File: src/rtl/ecc_arith_pkg.sv
// Shared types and constants for the ECC coprocessor modular arithmetic units
// (add, sub, mul).
package ecc_arith_pkg;

    localparam int unsigned ECC_WIDTH = 64;

    typedef enum logic [1:0] {
        MUL_IDLE = 2'd0,
        MUL_RUN  = 2'd1,
        MUL_DONE = 2'd2
    } mul_state_e;

    typedef enum logic [1:0] {
        ADD_IDLE = 2'd0,
        ADD_CALC = 2'd1,
        ADD_DONE = 2'd2
    } add_state_e;

    typedef enum logic [1:0] {
        SUB_IDLE = 2'd0,
        SUB_CALC = 2'd1,
        SUB_DONE = 2'd2
    } sub_state_e;

endpackage

File: src/rtl/mul_modular_step.sv
// One double-and-add iteration: acc_next = (2*acc + (b_bit ? a : 0)) mod p.
// Intermediates carry one extra bit so moduli close to 2^WIDTH work.
module mul_modular_step
    import ecc_arith_pkg::*;
#(
    parameter int unsigned WIDTH = ECC_WIDTH
) (
    input  logic [WIDTH-1:0] acc,
    input  logic [WIDTH-1:0] a,
    input  logic [WIDTH-1:0] p,
    input  logic             b_bit,
    output logic [WIDTH-1:0] acc_next
);

    logic [WIDTH:0] p_ext;
    logic [WIDTH:0] dbl;
    logic [WIDTH:0] t;
    logic [WIDTH:0] u_sum;

    always_comb begin
        p_ext = {1'b0, p};
        dbl   = {acc, 1'b0};
        t     = (dbl >= p_ext) ? (dbl - p_ext) : dbl;
        u_sum = t + (b_bit ? {1'b0, a} : '0);
        acc_next = (u_sum >= p_ext) ? WIDTH'(u_sum - p_ext) : u_sum[WIDTH-1:0];
    end

endmodule

File: src/rtl/mul_modular_unit.sv
// Iterative modular multiplier (a*b mod p), MSB-first interleaved double-and-add.
// Optional MUL_MODULAR_EARLY_EXIT_EN: skip leading zero bits of b and trivial operands.
module mul_modular_unit
    import ecc_arith_pkg::*;
#(
    parameter int unsigned WIDTH = ECC_WIDTH
) (
    input  logic             clk_i,
    input  logic             rst_ni,
    input  logic [WIDTH-1:0] a_i,
    input  logic [WIDTH-1:0] b_i,
    input  logic [WIDTH-1:0] p_i,
    input  logic             mul_start_i,
    output logic [WIDTH-1:0] mul_result_o,
    output logic             mul_finish_o,
    output logic             mul_busy_o
);

    localparam int unsigned IDX_W = (WIDTH > 1) ? $clog2(WIDTH) : 1;

    mul_state_e       state_q, state_d;
    logic [WIDTH-1:0] a_q, a_d;
    logic [WIDTH-1:0] b_q, b_d;
    logic [WIDTH-1:0] p_q, p_d;
    logic [WIDTH-1:0] acc_q, acc_d;
    logic [IDX_W-1:0] idx_q, idx_d;
    logic [WIDTH-1:0] result_d;
    logic             finish_d;
    logic             busy_d;
    logic [WIDTH-1:0] step_acc;

    mul_modular_step #(
        .WIDTH (WIDTH)
    ) u_step (
        .acc      (acc_q),
        .a        (a_q),
        .p        (p_q),
        .b_bit    (b_q[idx_q]),
        .acc_next (step_acc)
    );

`ifdef MUL_MODULAR_EARLY_EXIT_EN
    logic [IDX_W-1:0] msb_idx;
    logic             trivial_op;

    // Priority encoder: index of the highest set bit of b_i.
    always_comb begin
        msb_idx = '0;
        for (int unsigned i = 0; i < WIDTH; i++) begin
            if (b_i[i]) begin
                msb_idx = IDX_W'(i);
            end
        end
        trivial_op = (a_i == '0) || (b_i == '0) || (p_i <= WIDTH'(1));
    end
`endif

    // Next-state and datapath update
    always_comb begin
        state_d  = state_q;
        a_d      = a_q;
        b_d      = b_q;
        p_d      = p_q;
        acc_d    = acc_q;
        idx_d    = idx_q;
        result_d = mul_result_o;
        finish_d = 1'b0;
        busy_d   = 1'b0;

        case (state_q)
            MUL_IDLE, MUL_DONE: begin
                state_d = MUL_IDLE;
                if (mul_start_i) begin
                    a_d     = a_i;
                    b_d     = b_i;
                    p_d     = p_i;
                    acc_d   = '0;
                    idx_d   = IDX_W'(WIDTH - 1);
                    state_d = MUL_RUN;
                    busy_d  = 1'b1;
`ifdef MUL_MODULAR_EARLY_EXIT_EN
                    if (trivial_op) begin
                        state_d  = MUL_DONE;
                        result_d = '0;
                        finish_d = 1'b1;
                        busy_d   = 1'b0;
                    end else begin
                        idx_d = msb_idx;
                    end
`endif
                end
            end
            MUL_RUN: begin
                busy_d = 1'b1;
                acc_d  = step_acc;
                if (idx_q == '0) begin
                    state_d  = MUL_DONE;
                    finish_d = 1'b1;
                    busy_d   = 1'b0;
                    // A modulus of 0 or 1 always reduces to 0.
                    result_d = (p_q <= WIDTH'(1)) ? '0 : step_acc;
                end else begin
                    idx_d = idx_q - IDX_W'(1);
                end
            end
            default: begin
                state_d = MUL_IDLE;
            end
        endcase
    end

    // State and output registers
    always_ff @(posedge clk_i or negedge rst_ni) begin
        if (!rst_ni) begin
            state_q      <= MUL_IDLE;
            a_q          <= '0;
            b_q          <= '0;
            p_q          <= '0;
            acc_q        <= '0;
            idx_q        <= '0;
            mul_result_o <= '0;
            mul_finish_o <= 1'b0;
            mul_busy_o   <= 1'b0;
        end else begin
            state_q      <= state_d;
            a_q          <= a_d;
            b_q          <= b_d;
            p_q          <= p_d;
            acc_q        <= acc_d;
            idx_q        <= idx_d;
            mul_result_o <= result_d;
            mul_finish_o <= finish_d;
            mul_busy_o   <= busy_d;
        end
    end

endmodule

File: config.mk
export PLATFORM = sky130hd
export DESIGN_NAME = mul_modular_unit
export DESIGN_NICKNAME = d
export VERILOG_FILES = /design/src/rtl/ecc_arith_pkg.sv /design/src/rtl/mul_modular_step.sv /design/src/rtl/mul_modular_unit.sv
export SDC_FILE = /design/constraint.sdc
export NUM_CORES = 1
export LEC_CHECK = 0
export CORE_UTILIZATION = 40
export CTS_BUF_LIST = sky130_fd_sc_hd__clkbuf_4 sky130_fd_sc_hd__clkbuf_8 sky130_fd_sc_hd__clkbuf_16
export DETAILED_ROUTE_END_ITERATION = 8
export SYNTH_ARGS = -nofsm -noshare
export SYNTH_HDL_FRONTEND = slang
export SYNTH_SLANG_ARGS = --single-unit
File: constraint.sdc
create_clock -name clk_i -period 9.7 [get_ports clk_i]
set_clock_uncertainty 0.15 [all_clocks]
set_input_delay 0.97 -clock clk_i [delete_from_list [all_inputs] [get_ports clk_i]]
set_output_delay 0.97 -clock clk_i [all_outputs]
set_load 0.02 [all_outputs]
# Yosys cells after proc, flatten, opt, wreduce, memory -nomap -nowiden
# Cells that the tools add are included.
# op_classes
mux	19
eq_ne	5
n_reduce_logical	8
add_sub_neg	4
magnitude_cmp	4
# ops
operator	count
64-bit two-way mux	4
65-bit by 64-bit >= comparator with 1-bit output	2
64-bit one-hot mux with 2 select lines	1
65-bit by 64-bit adder with 65-bit output	1
65-bit two-way mux	1
65-bit by 64-bit subtractor with 65-bit output	1
64-bit by 1-bit less-or-equal comparator with 1-bit output (second input constant)	1
64-bit subtractor	1
6-bit two-way mux	2
6-bit one-hot mux with 2 select lines	1
6-bit by 7-bit < comparator with 1-bit output (second input constant)	1
1-bit binary-select mux with 6-bit select	1
6-bit logical NOT	1
1-bit two-way mux	6
2-bit inequality test (second input constant)	3
2-bit AND reduction	3
6-bit by 1-bit subtractor with 6-bit output (second input constant)	1
2-bit one-hot mux with 2 select lines	1
3-bit AND reduction	1
2-bit by 1-bit == test with 1-bit output (second input constant)	1
2-bit == test (second input constant)	1
2-bit logical NOT	1
2-bit two-way mux	1
1-bit one-hot mux with 2 select lines	1
2 further kinds	2
# word_totals
output_inout_bits	66
ff_bits	330
in_bits	195
word_cells	49

# Logic depth before layout (Yosys ltp)
# Gate-level depths: netlist of the first run.
# depth
word_depth	7
depth_mapped	44
ltp_nobuf	37

# By module
# Synthesis of the first run repeated with hierarchy kept, for this count alone.
# unflattened
cells_unflattened	3198
hier_area_um2	26102.5
# by_module_without_submodules
module	n_inst	seq_area_each_um2	cells_per_inst	area_each_um2
mul_modular_step	1	0.0	1980	13262.7
mul_modular_unit	1	8257.9	1218	12839.8

# Worst setup path before layout of the first run
# Ideal clock, no wire load.
# synth_timing
path_kind	reg-to-reg
start	register p_q[31]
end	register mul_result_o[62]
period_less_slack_ns	8.682
path_slack_ns	1.018
arrival_time_ns	8.400
stages_incl_launch_ff	39
t_required_ns	9.418
setup_ns	0.132
n_path_buf	3
path_cell_list	dfrtp_1 > inv_1 > ha_1 > buf_2 > nand3_1 > or3_1 > or3_1 > a2111o_1 > a211oi_2 > o31a_1 > o21ai_2 > nand2_2 > clkbuf_1 > buf_2 > mux2_2 > ha_1 > o211ai_1 > a21oi_1 > [... 3 more ...] > o21ai_0 > a21oi_1 > o21ai_0 > a21oi_1 > xnor2_1 > ha_1 > nand2_1 > o21ai_0 > or2_2 > a2111oi_0 > o21ai_0 > a41o_1 > a21bo_2 > o211ai_1 > a2111oi_0 > or3b_1 > mux2i_1 > o21ai_1
# synth_between
elab_chain_cells	6
word_cells_on_any_way	9
cone_classes	add/sub (3); order compare (3); mux (3)
# synth_lines
element	line_no	text
start, declared	mul_modular_unit.sv:24	logic [WIDTH-1:0] p_q, p_d;
start signal, assigned	mul_modular_unit.sv:128	p_q <= p_d;
65-bit by 64-bit subtractor with 65-bit output or 65-bit by 64-bit >= comparator with 1-bit output (tied branches)	mul_modular_step.sv:23	t = (dbl >= p_ext) ? (dbl - p_ext) : dbl;
65-bit two-way mux	mul_modular_step.sv:23	
65-bit by 64-bit adder with 65-bit output	mul_modular_step.sv:24	u_sum = t + (b_bit ? {1'b0, a} : '0);
64-bit subtractor or 65-bit by 64-bit >= comparator with 1-bit output (tied branches)	mul_modular_step.sv:25	acc_next = (u_sum >= p_ext) ? WIDTH'(u_sum - p_ext) : u_sum[WIDTH-1:0];
64-bit two-way mux	mul_modular_step.sv:25	
64-bit two-way mux (*)	mul_modular_unit.sv:101	result_d = (p_q <= WIDTH'(1)) ? '0 : step_acc;
end signal, assigned	mul_modular_unit.sv:131	mul_result_o <= result_d;
end, declared	mul_modular_unit.sv:14	output logic [WIDTH-1:0] mul_result_o,
# Every way passes the cells marked *; elsewhere a longest branch is shown, timed or not.
# A chain may end at the register's enable or synchronous reset.

# Final worst setup path of the first run
# layout_timing
start	register p_q[32]
end	register acc_q[62]
# layout_between
elab_chain_cells	6
word_cells_on_any_way	8
cone_classes	add/sub (3); order compare (2); mux (3)
# layout_lines
element	line_no	text
65-bit by 64-bit subtractor with 65-bit output or 65-bit by 64-bit >= comparator with 1-bit output (tied branches)	mul_modular_step.sv:23	
65-bit two-way mux	mul_modular_step.sv:23	
65-bit by 64-bit adder with 65-bit output	mul_modular_step.sv:24	
64-bit subtractor or 65-bit by 64-bit >= comparator with 1-bit output (tied branches)	mul_modular_step.sv:25	
64-bit two-way mux (*)	mul_modular_step.sv:25	
64-bit one-hot mux with 2 select lines (*)	mul_modular_unit.sv:70	case (state_q)
end signal, assigned	mul_modular_unit.sv:119	acc_q <= '0;
end signal, assigned	mul_modular_unit.sv:129	acc_q <= acc_d;
end, declared	mul_modular_unit.sv:25	logic [WIDTH-1:0] acc_q, acc_d;
# Marks and branches as above.

==> results of run 1 <==
[what timing repair did]
item	4_1_cts	5_1_grt
hold buffers	0	0
setup buffers	0	11
hold endpoints to repair	0	0
cloned	0	1
setup endpoints to repair	120	126
resized for setup	6	42
pin swaps	0	9
[through the flow]
stage                     util, %  setup slack, ns
after CTS                    54.9         -0.00210
after global routing         55.3          -0.0501
final                        55.3            0.223
after detailed placement     52.6           -0.312
after floorplan                 -             1.02
after global placement       52.6           -0.252
[sequential cells by signal, summed over array words and instances, names as in the netlist]
name          count
p_q              64
mul_result_o     64
mul_busy_o        1
state_q           2
b_q              64
acc_q            64
mul_finish_o      1
a_q              64
idx_q             6
[final cells by class]
class,count,area [um2],area share [%]
multi-input cells,2566,16400,47.0
flip-flops and latches,330,8260,23.7
repair buffers,874,7300,20.9
clock buffers,60,1240,3.56
well taps,846,1060,3.03
inverters,123,462,1.32
clock inverters,10,189,0.541
[cells by family (layout without fill, tap and decap cells)]
group / Yosys count / after routing / share of synthesized area, %
flip-flops: 330 / 330 / 32.3
AO/OA/AOI/OAI: 880 / 881 / 21.2
multiplexers: 105 / 105 / 5.26
buffers and inverters: 283 / 1067 / 4.45
XOR/XNOR: 181 / 181 / 6.20
adder cells (fa/ha/maj): 197 / 197 / 9.73
AND/OR/NAND/NOR: 1202 / 1202 / 20.9
[cells in the mapped netlist, types with 14 or more instances]
master                       n  area (um2)
sky130_fd_sc_hd__a211oi_1   15         113
sky130_fd_sc_hd__a21o_1    121         908
sky130_fd_sc_hd__a21oi_1   260        1300
sky130_fd_sc_hd__a22o_1     18         158
sky130_fd_sc_hd__a31oi_1    16         100
sky130_fd_sc_hd__and2_1     75         469
sky130_fd_sc_hd__and3_1     23         144
sky130_fd_sc_hd__clkbuf_1  130         488
sky130_fd_sc_hd__dfrtp_1   330        8260
sky130_fd_sc_hd__ha_1      194        2430
sky130_fd_sc_hd__inv_1     122         458
sky130_fd_sc_hd__mux2_2     18         203
sky130_fd_sc_hd__mux2i_1    60         601
sky130_fd_sc_hd__mux4_2     21         473
sky130_fd_sc_hd__nand2_1   696        2610
sky130_fd_sc_hd__nand2b_1   24         150
sky130_fd_sc_hd__nand3_1    42         210
sky130_fd_sc_hd__nand4_1    55         344
sky130_fd_sc_hd__nor2_1    160         601
sky130_fd_sc_hd__nor2b_1    25         156
sky130_fd_sc_hd__nor3_1     28         140
sky130_fd_sc_hd__nor4_1     29         181
sky130_fd_sc_hd__o211ai_1   14         105
sky130_fd_sc_hd__o21a_1     21         158
sky130_fd_sc_hd__o21ai_0   196         981
sky130_fd_sc_hd__o21ai_1    89         445
sky130_fd_sc_hd__o21bai_1   34         255
sky130_fd_sc_hd__or3_1      14        87.6
sky130_fd_sc_hd__xnor2_1   108         946
sky130_fd_sc_hd__xor2_1     73         639
[per-layer routing]
metal,GRT usage [%],vias to the layer above,routed length [um]
li1,-,12700,-
met1,42.1,12800,45300
met2,51.6,1002,47400
met3,5.65,203,7410
met4,11.9,2,4290
met5,0,-,14
[final timing paths]
path	startpoint	cells after the start	endpoint	slack, ns
worst max-delay path	p_q[32]	38	acc_q[62]	0.22
min in group clk_i	a_q[21]	2	a_q[21]	0.32
worst min register to register	a_q[21]	2	a_q[21]	0.32
max in group asynchronous	rst_ni	3	b_q[28]	7.18
worst min-delay path	rst_ni	1	acc_q[23]	0.18
worst max register to register	p_q[32]	38	acc_q[62]	0.22
==> Flow_metrics.wiki, run 1 <==
{| class="wikitable"
! Metric !! Value
|-
| Outcome || finished clean
|-
| Worst Hold Slack || 0.179 ns
|-
| Startpoint type of the worst setup path || flip-flop
|-
| Most used flip-flop cell after synthesis || sky130_fd_sc_hd__dfrtp_1
|-
| Chip width || 255 um
|-
| CP max stage cell || sky130_fd_sc_hd__a2111o_1
|-
| Final hold violation count || 0
|-
| Final net count || 4329
|-
| Total buffers and inverters traversed by the critical path || 4
|-
| Per-instance average area after synthesis || 8.05 um2
|-
| Remaining antenna violation count || 0
|-
| Die area || 64900 um2
|-
| Top cell by count, worst path || sky130_fd_sc_hd__o21ai_0
|-
| Chip Height || 255 um
|-
| Headroom to the max-slew limit || 28.1%
|-
| Slew @ Worst Pin || 1.08 ns
|-
| Maximum clock insertion buffer count || 3
|-
| Sequential area share after synthesis || 32.3%
|-
| HPWL Detailed || 82600 um
|-
| Antenna cell count || 0
|-
| Routed wirelength normalized by instance count || 21.7 um
|-
| Final weighted congestion of routability-driven global placement || 1.02
|-
| Count of clock tree sinks || 330
|-
| Vias || 26600
|-
| Synth-to-Final Area Change || 36.5%
|-
| Commonest cells after routing, fill and taps aside || 695 x sky130_fd_sc_hd__nand2_1, 606 x sky130_fd_sc_hd__buf_4, 330 x sky130_fd_sc_hd__dfrtp_1, 259 x sky130_fd_sc_hd__clkdlybuf4s50_1, 257 x sky130_fd_sc_hd__a21oi_1
|-
| Overflow left after global routing || 0
|-
| Via count of the first global-routing pass || 26300
|-
| Most common cell after layout, fill and taps aside || sky130_fd_sc_hd__nand2_1
|-
| Max-cap violations || 0
|-
| Part of the cycle the worst path needs || 97.7%
|-
| Worst min path class || input pin to async pin
|-
| Final routed wirelength across all metal layers || 104000 um
|-
| First DRT Iteration DRCs || 2355
|-
| Clock slew at reported path FFs || 0.06 ns
|-
| Setup violations, final || 0
|-
| Time the final worst path needs with I/O delays and setup || 9.48 ns
|-
| Fill cell instance count of the final layout || 5926
|-
| Type of element capturing the critical path || flip-flop
|-
| Critical Path Max Stage Delay || 0.45 ns
|-
| Maximum number of pins on one net before global-route repair || 99
|-
| DR pass1 iterations || 9
|-
| First-pass GRT wire length || 157000 um
|-
| Deepest level of the CTS H-tree || 2
|-
| Critical Path AT || 9.78 ns
|-
| Post-DR vias/cell || 5.54
|-
| Ratio of cells with drive above 1 in the final layout || 19.7%
|-
| Number of enable flip-flop cells after synthesis || 0
|-
| DRC violation count after routing || 0
|-
| Gate Count Post-Synth || 3178
|-
| Num ports || 261
|-
| Instance count after placement with tap cells included || 4727
|-
| Number of rows created at floorplan || 92
|-
| Gr usage total || 31.8%
|-
| Final cell count without fillers || 4809
|-
| Starting density of the core || 40.5%
|-
| Core area || 63100 um2
|-
| Fin Setup TNS || 0 ns
|-
| Fmax achieved || 0.106 GHz
|-
| Number of unique standard cell types used by synthesis || 86
|-
| Number of antenna violations at the first check in global routing || 2
|-
| Number of CTS-inserted buffers || 42
|-
| Kind of cell adding the most delay to the critical path || compound AO/OA/AOI/OAI gates
|-
| Post-route standard cell area excluding fillers || 34900 um2
|-
| Mapped cell area || 25600 um2
|-
| Total number of yosys warnings || 0
|-
| Flops & latches, synth || 330
|-
| Master cell of the clock root buffer || sky130_fd_sc_hd__clkbuf_16
|-
| Critical setup path kind || flip-flop to flip-flop
|-
| I/O Buffers || 260
|-
| CP Data Required Time || 10.01 ns
|-
| Later-pin clock latency in the skew report || 0.63 ns
|-
| Number of nets produced by synthesis || 3570
|-
| Cell area after placement || 33200 um2
|-
| Share of synthesized flip-flops with an asynchronous set or reset || 100%
|-
| Peak fanout along the critical path || 16
|-
| Final number of max-transition violations || 0
|-
| Clock tree from TritonCTS || yes
|}
Power of run 1 is not shown: default switching activity piles up to over one toggle a cycle in this logic, so the estimate is an artifact.
==> inputs of run 2 (changes only) <==
TNS_END_PERCENT = 1   (was unset)
==> Flow_metrics.wiki, run 2 (synthesis gave the netlist of run 1 again) <==
{| class="wikitable"
! Metric !! Value
|-
| Outcome || finished clean
|-
| Kind of cell adding the most delay to the critical path || compound AO/OA/AOI/OAI gates
|-
| Num ports || 261 (unchanged)
|-
| Quantity of hold-fixing buffers added after cts || 0 (unchanged)
|-
| DR pass1 iterations || 6 (-3)
|-
| Fin Setup TNS || 0 ns (unchanged)
|-
| CP Data Required Time || 10.00 ns (about the same)
|-
| Gr usage total || 31.8% (unchanged)
|-
| Most common cell after layout, fill and taps aside || sky130_fd_sc_hd__nand2_1
|-
| Critical setup path kind || flip-flop to flip-flop
|-
| RSZ-0062 raised after global routing || true
|-
| Via count of the first global-routing pass || 26300 (unchanged)
|-
| Commonest cells after routing, fill and taps aside || 695 x sky130_fd_sc_hd__nand2_1, 606 x sky130_fd_sc_hd__buf_4, 330 x sky130_fd_sc_hd__dfrtp_1, 259 x sky130_fd_sc_hd__clkdlybuf4s50_1, 258 x sky130_fd_sc_hd__a21oi_1
|-
| I/O Buffers || 260 (unchanged)
|-
| Ratio of cells with drive above 1 in the final layout || 19.6% (-0.025 points)
|-
| Overflow left after global routing || 0 (unchanged)
|-
| Top cell by count, worst path || sky130_fd_sc_hd__o21ai_0
|-
| Number of rows created at floorplan || 92 (unchanged)
|-
| Chip width || 255 um (unchanged)
|-
| Part of the cycle the worst path needs || 97.9% (+0.17 points)
|-
| DRC violation count after routing || 0 (unchanged)
|-
| Synth-to-Final Area Change || 36.5% (about the same)
|-
| Setup violations, final || 0 (unchanged)
|-
| Maximum clock insertion buffer count || 3 (unchanged)
|-
| Post-DR vias/cell || 5.55 (+0.13%)
|-
| Antenna cell count || 0 (unchanged)
|-
| Remaining antenna violation count || 0 (unchanged)
|-
| Clock tree from TritonCTS || yes
|-
| Deepest level of the CTS H-tree || 2 (unchanged)
|-
| Critical Path Max Stage Delay || 0.45 ns (about the same)
|-
| Total buffers and inverters traversed by the critical path || 4 (unchanged)
|-
| Final hold violation count || 0 (unchanged)
|-
| Number of antenna violations at the first check in global routing || 2 (unchanged)
|-
| Final weighted congestion of routability-driven global placement || 1.02 (unchanged)
|-
| Headroom to the max-slew limit || 27.7% (-0.34 points)
|-
| CP max stage cell || sky130_fd_sc_hd__a2111o_1
|-
| Number of CTS-inserted buffers || 42 (unchanged)
|-
| Time the final worst path needs with I/O delays and setup || 9.49 ns (+0.0162 ns)
|-
| Final routed wirelength across all metal layers || 104000 um (about the same)
|-
| First-pass GRT wire length || 157000 um (unchanged)
|-
| Final number of max-transition violations || 0 (unchanged)
|-
| Slew @ Worst Pin || 1.08 ns (+0.00513 ns)
|-
| Type of element capturing the critical path || flip-flop
|-
| First DRT Iteration DRCs || 2319 (-1.5%)
|-
| Core area || 63100 um2 (unchanged)
|-
| Startpoint type of the worst setup path || flip-flop
|-
| Peak fanout along the critical path || 16 (unchanged)
|-
| Routed wirelength normalized by instance count || 21.7 um (about the same)
|-
| Max-cap violations || 0 (unchanged)
|-
| Master cell of the clock root buffer || sky130_fd_sc_hd__clkbuf_16
|-
| Chip Height || 255 um (unchanged)
|-
| Critical Path AT || 9.80 ns (+0.02 ns)
|-
| Clock slew at reported path FFs || 0.06 ns (about the same)
|-
| Count of clock tree sinks || 330 (unchanged)
|-
| Starting density of the core || 40.5% (unchanged)
|-
| Die area || 64900 um2 (unchanged)
|-
| Vias || 26700 (+0.13%)
|-
| Fmax achieved || 0.105 GHz (-0.17%)
|-
| Maximum number of pins on one net before global-route repair || 99 (unchanged)
|-
| HPWL Detailed || 82600 um (unchanged)
|-
| Worst min path class || input pin to async pin
|-
| Final net count || 4329 (unchanged)
|-
| Worst Hold Slack || 0.181 ns (+0.00202 ns)
|-
| Later-pin clock latency in the skew report || 0.63 ns (about the same)
|}
run 2: cell type report:
| class | count | area [um2] |
|---|---|---|
| repair buffers | 874 | 7300 |
| flip-flops and latches | 330 | 8260 |
| fillers | 5926 | 28200 |
| multi-input cells | 2566 | 16400 |
| clock buffers | 60 | 1240 |
| inverters | 123 | 462 |
| well taps | 846 | 1060 |
| clock inverters | 10 | 189 |
run 2: what timing repair did:
action / in CTS / in global routing
endpoints found under the setup margin: 120 / 126
gates resized for setup: 6 / 41
pin swaps: 0 / 8
setup buffers: 0 / 11
cloned: 0 / 1
run 2: final timing paths:
kind	startpoint	endpoint	slack, ns	depth (start not counted)
max in group asynchronous	rst_ni	b_q[28]	7.18	3
hold / removal	rst_ni	acc_q[23]	0.18	1
setup / recovery	p_q[32]	acc_q[62]	0.21	38
setup reg to reg	p_q[32]	acc_q[62]	0.21	38
hold reg to reg	a_q[21]	a_q[21]	0.32	2
min in group clk_i	a_q[21]	a_q[21]	0.32	2
run 2: through the flow:
step / setup WS [ns] / utilization [%] / instances / area, um2
2_1_floorplan: 1.02 / - / 3178 / 25600
3_3_place_gp: -0.252 / 52.6 / 4727 / 33200
3_5_place_dp: -0.312 / 52.6 / 4727 / 33200
4_1_cts: -0.00210 / 54.9 / 4797 / 34600
5_1_grt: -0.0636 / 55.3 / 4809 / 34900
6_report: 0.206 / 55.3 / 4809 / 34900
run 2: layer usage:
layer / part of all wire [%] / GRT usage [%] / vias up
met1: 43 / 42.1 / 12800
met5: 0.013 / 0 / -
li1: - / - / 12700
met4: 4.1 / 11.9 / 2
met3: 7.3 / 5.65 / 212
met2: 45 / 51.6 / 1005
run 2: worst reg2reg max path: cells and delay by family (launching register included):
family,cells,cell delay (ns)
mux,1,0.20
flops,1,0.36
simple gates,9,2.38
xor+xnor,1,0.25
fa+ha+maj,3,0.98
compound gates,20,4.46
buf+inv,4,0.55
Power of run 2 is left out for the same reason.
==> inputs of run 3 (changes only) <==
CTS_CLUSTER_DIAMETER = 50   (was unset)
==> Flow_metrics.wiki, run 3 (synthesis gave the netlist of run 1 again) <==
{| class="wikitable"
! Metric !! Value
|-
| Synth-to-Final Area Change || 37.8%
|-
| Post-DR vias/cell || 5.54 (-0.14%)
|-
| DRC violation count after routing || 0 (unchanged)
|-
| Chip Height || 255 um (unchanged)
|-
| Remaining antenna violation count || 0 (unchanged)
|-
| Setup WS pre-CTS || -0.312 ns (unchanged)
|-
| Startpoint type of the worst setup path || flip-flop
|-
| Headroom to the max-slew limit || 25.7% (-2.1 points)
|-
| Final worst setup slack || 0.266 ns (+0.0591 ns)
|-
| Worst reg2reg path depth || 38 (unchanged)
|-
| Setup violations, final || 0 (unchanged)
|-
| Final number of max-transition violations || 0 (unchanged)
|-
| Slew @ Worst Pin || 1.10 ns (+0.0235 ns)
|-
| Critical Path Max Stage Delay || 0.45 ns (about the same)
|-
| Clock tree from TritonCTS || yes
|-
| I/O Buffers || 260 (unchanged)
|-
| Type of element capturing the critical path || flip-flop
|-
| Fin Setup TNS || 0 ns (unchanged)
|-
| Count of clock tree sinks || 330 (unchanged)
|-
| Final hold violation count || 0 (unchanged)
|-
| Deepest level of the CTS H-tree || 2 (unchanged)
|-
| Num ports || 261 (unchanged)
|-
| Vias || 26800 (+0.33%)
|-
| Number of antenna violations at the first check in global routing || 3 (+1)
|-
| Post-route standard cell area excluding fillers || 35200 um2 (+0.95%)
|-
| Later-pin clock latency in the skew report || 0.66 ns (+0.03 ns)
|-
| Commonest cells after routing, fill and taps aside || 695 x sky130_fd_sc_hd__nand2_1, 606 x sky130_fd_sc_hd__buf_4, 330 x sky130_fd_sc_hd__dfrtp_1, 259 x sky130_fd_sc_hd__clkdlybuf4s50_1, 257 x sky130_fd_sc_hd__a21oi_1
|-
| Final net count || 4338 (+0.21%)
|-
| Fmax achieved || 0.106 GHz (+0.63%)
|-
| Critical setup path kind || flip-flop to flip-flop
|-
| Core area || 63100 um2 (unchanged)
|-
| Overflow left after global routing || 0 (unchanged)
|-
| Endpoint of the lowest-slack register-to-register path || acc_q[62]
|-
| Final weighted congestion of routability-driven global placement || 1.02 (unchanged)
|-
| First-pass GRT wire length || 157000 um (+0.15%)
|-
| First DRT Iteration DRCs || 2421 (+4.4%)
|-
| Part of the cycle the worst path needs || 97.3% (-0.61 points)
|-
| Number of CTS-inserted buffers || 51 (+21%)
|-
| R2r startpoint || p_q[32]
|-
| Via count of the first global-routing pass || 26400 (+0.46%)
|-
| Outcome || finished clean
|-
| DR pass1 iterations || 5 (-1)
|-
| Most common cell after layout, fill and taps aside || sky130_fd_sc_hd__nand2_1
|-
| Quantity of hold-fixing buffers added after cts || 0 (unchanged)
|-
| Ratio of cells with drive above 1 in the final layout || 20.2% (+0.54 points)
|-
| Routed wirelength normalized by instance count || 21.6 um (-0.35%)
|-
| Chip width || 255 um (unchanged)
|-
| Top cell by count, worst path || sky130_fd_sc_hd__o21ai_0
|-
| Maximum number of pins on one net before global-route repair || 99 (unchanged)
|-
| Cell area after placement || 33200 um2 (unchanged)
|-
| CP max stage cell || sky130_fd_sc_hd__a2111o_1
|-
| Setup slack of the worst register-to-register path || 0.27 ns (+0.06 ns)
|-
| Max-cap violations || 0 (unchanged)
|-
| Gr usage total || 31.8% (about the same)
|-
| Master cell of the clock root buffer || sky130_fd_sc_hd__clkbuf_16
|-
| Worst min path class || input pin to async pin
|-
| Critical Path AT || 9.77 ns (-0.03 ns)
|-
| Final routed wirelength across all metal layers || 104000 um (+0.13%)
|-
| Peak fanout along the critical path || 15 (-1)
|-
| Antenna cell count || 0 (unchanged)
|-
| Maximum clock insertion buffer count || 3 (unchanged)
|-
| Die area || 64900 um2 (unchanged)
|-
| Time the final worst path needs with I/O delays and setup || 9.43 ns (-0.0591 ns)
|-
| Number of rows created at floorplan || 92 (unchanged)
|-
| HPWL Detailed || 82600 um (unchanged)
|-
| CP Data Required Time || 10.03 ns (+0.03 ns)
|-
| Starting density of the core || 40.5% (unchanged)
|-
| Clock slew at reported path FFs || 0.05 ns (about the same)
|-
| Fin util || 55.9% (+0.53 points)
|}
-- run 3: final cells by class --
class,count,area (um2)
Sequential cell,330,8260
Clock inverter,27,309
Fill cell,5912,27800
Multi-Input combinational cell,2566,16400
Timing Repair Buffer,874,7290
Clock buffer,66,1450
Inverter,123,462
Tap cell,846,1060
-- run 3: how the worst max path moves through the flow --
stage | start | endpoint | slack, ns | depth (start not counted)
final | p_q[32] | acc_q[62] | 0.27 | 38
after global routing | p_q[32] | mul_result_o[62] | -0.04 | 38
after CTS | p_q[32] | acc_q[62] | 0.004 | 36
after detailed placement | p_q[32] | acc_q[12] | -0.31 | 36
after global placement | p_q[32] | acc_q[14] | -0.25 | 33
after floorplan | p_q[31] | mul_result_o[62] | 1.02 | 38
-- run 3: metrics by stage --
step / cells / hold WS [ns]
finish: 4832 / 0.166
global route: 4832 / 0.249
global placement: 4727 / 0.300
floorplan: 3178 / 0.287
CTS: 4820 / 0.208
detailed placement: 4727 / 0.305
-- run 3: per-layer routing --
layer	track usage (%)	wire [um]	vias to the layer above	part of all wire [%]
met5	0	26	-	0.025
li1	-	-	12700	-
met3	5.54	7630	219	7.3
met2	52.0	47400	1034	45
met1	41.9	45000	12800	43
met4	11.8	4440	4	4.3
-- run 3: worst max-delay path: cells and delay by family (launching register included) --
| kind | cells | cell delay, ns |
|---|---|---|
| AOI/OAI and AO/OA | 20 | 4.48 |
| adders and majority gates | 3 | 0.97 |
| DFF | 1 | 0.36 |
| and+or+nand+nor | 9 | 2.36 |
| buffers and inverters | 4 | 0.54 |
| muxes | 1 | 0.20 |
| xor gates and xnor gates | 1 | 0.24 |
-- run 3: timing repair --
action,4_1_cts,5_1_grt
setup endpoints to repair,120,126
buffers inserted,0,11
pin swaps,0,9
gates cloned,0,1
resized for setup,6,44
Power of run 3 is left out for the same reason.
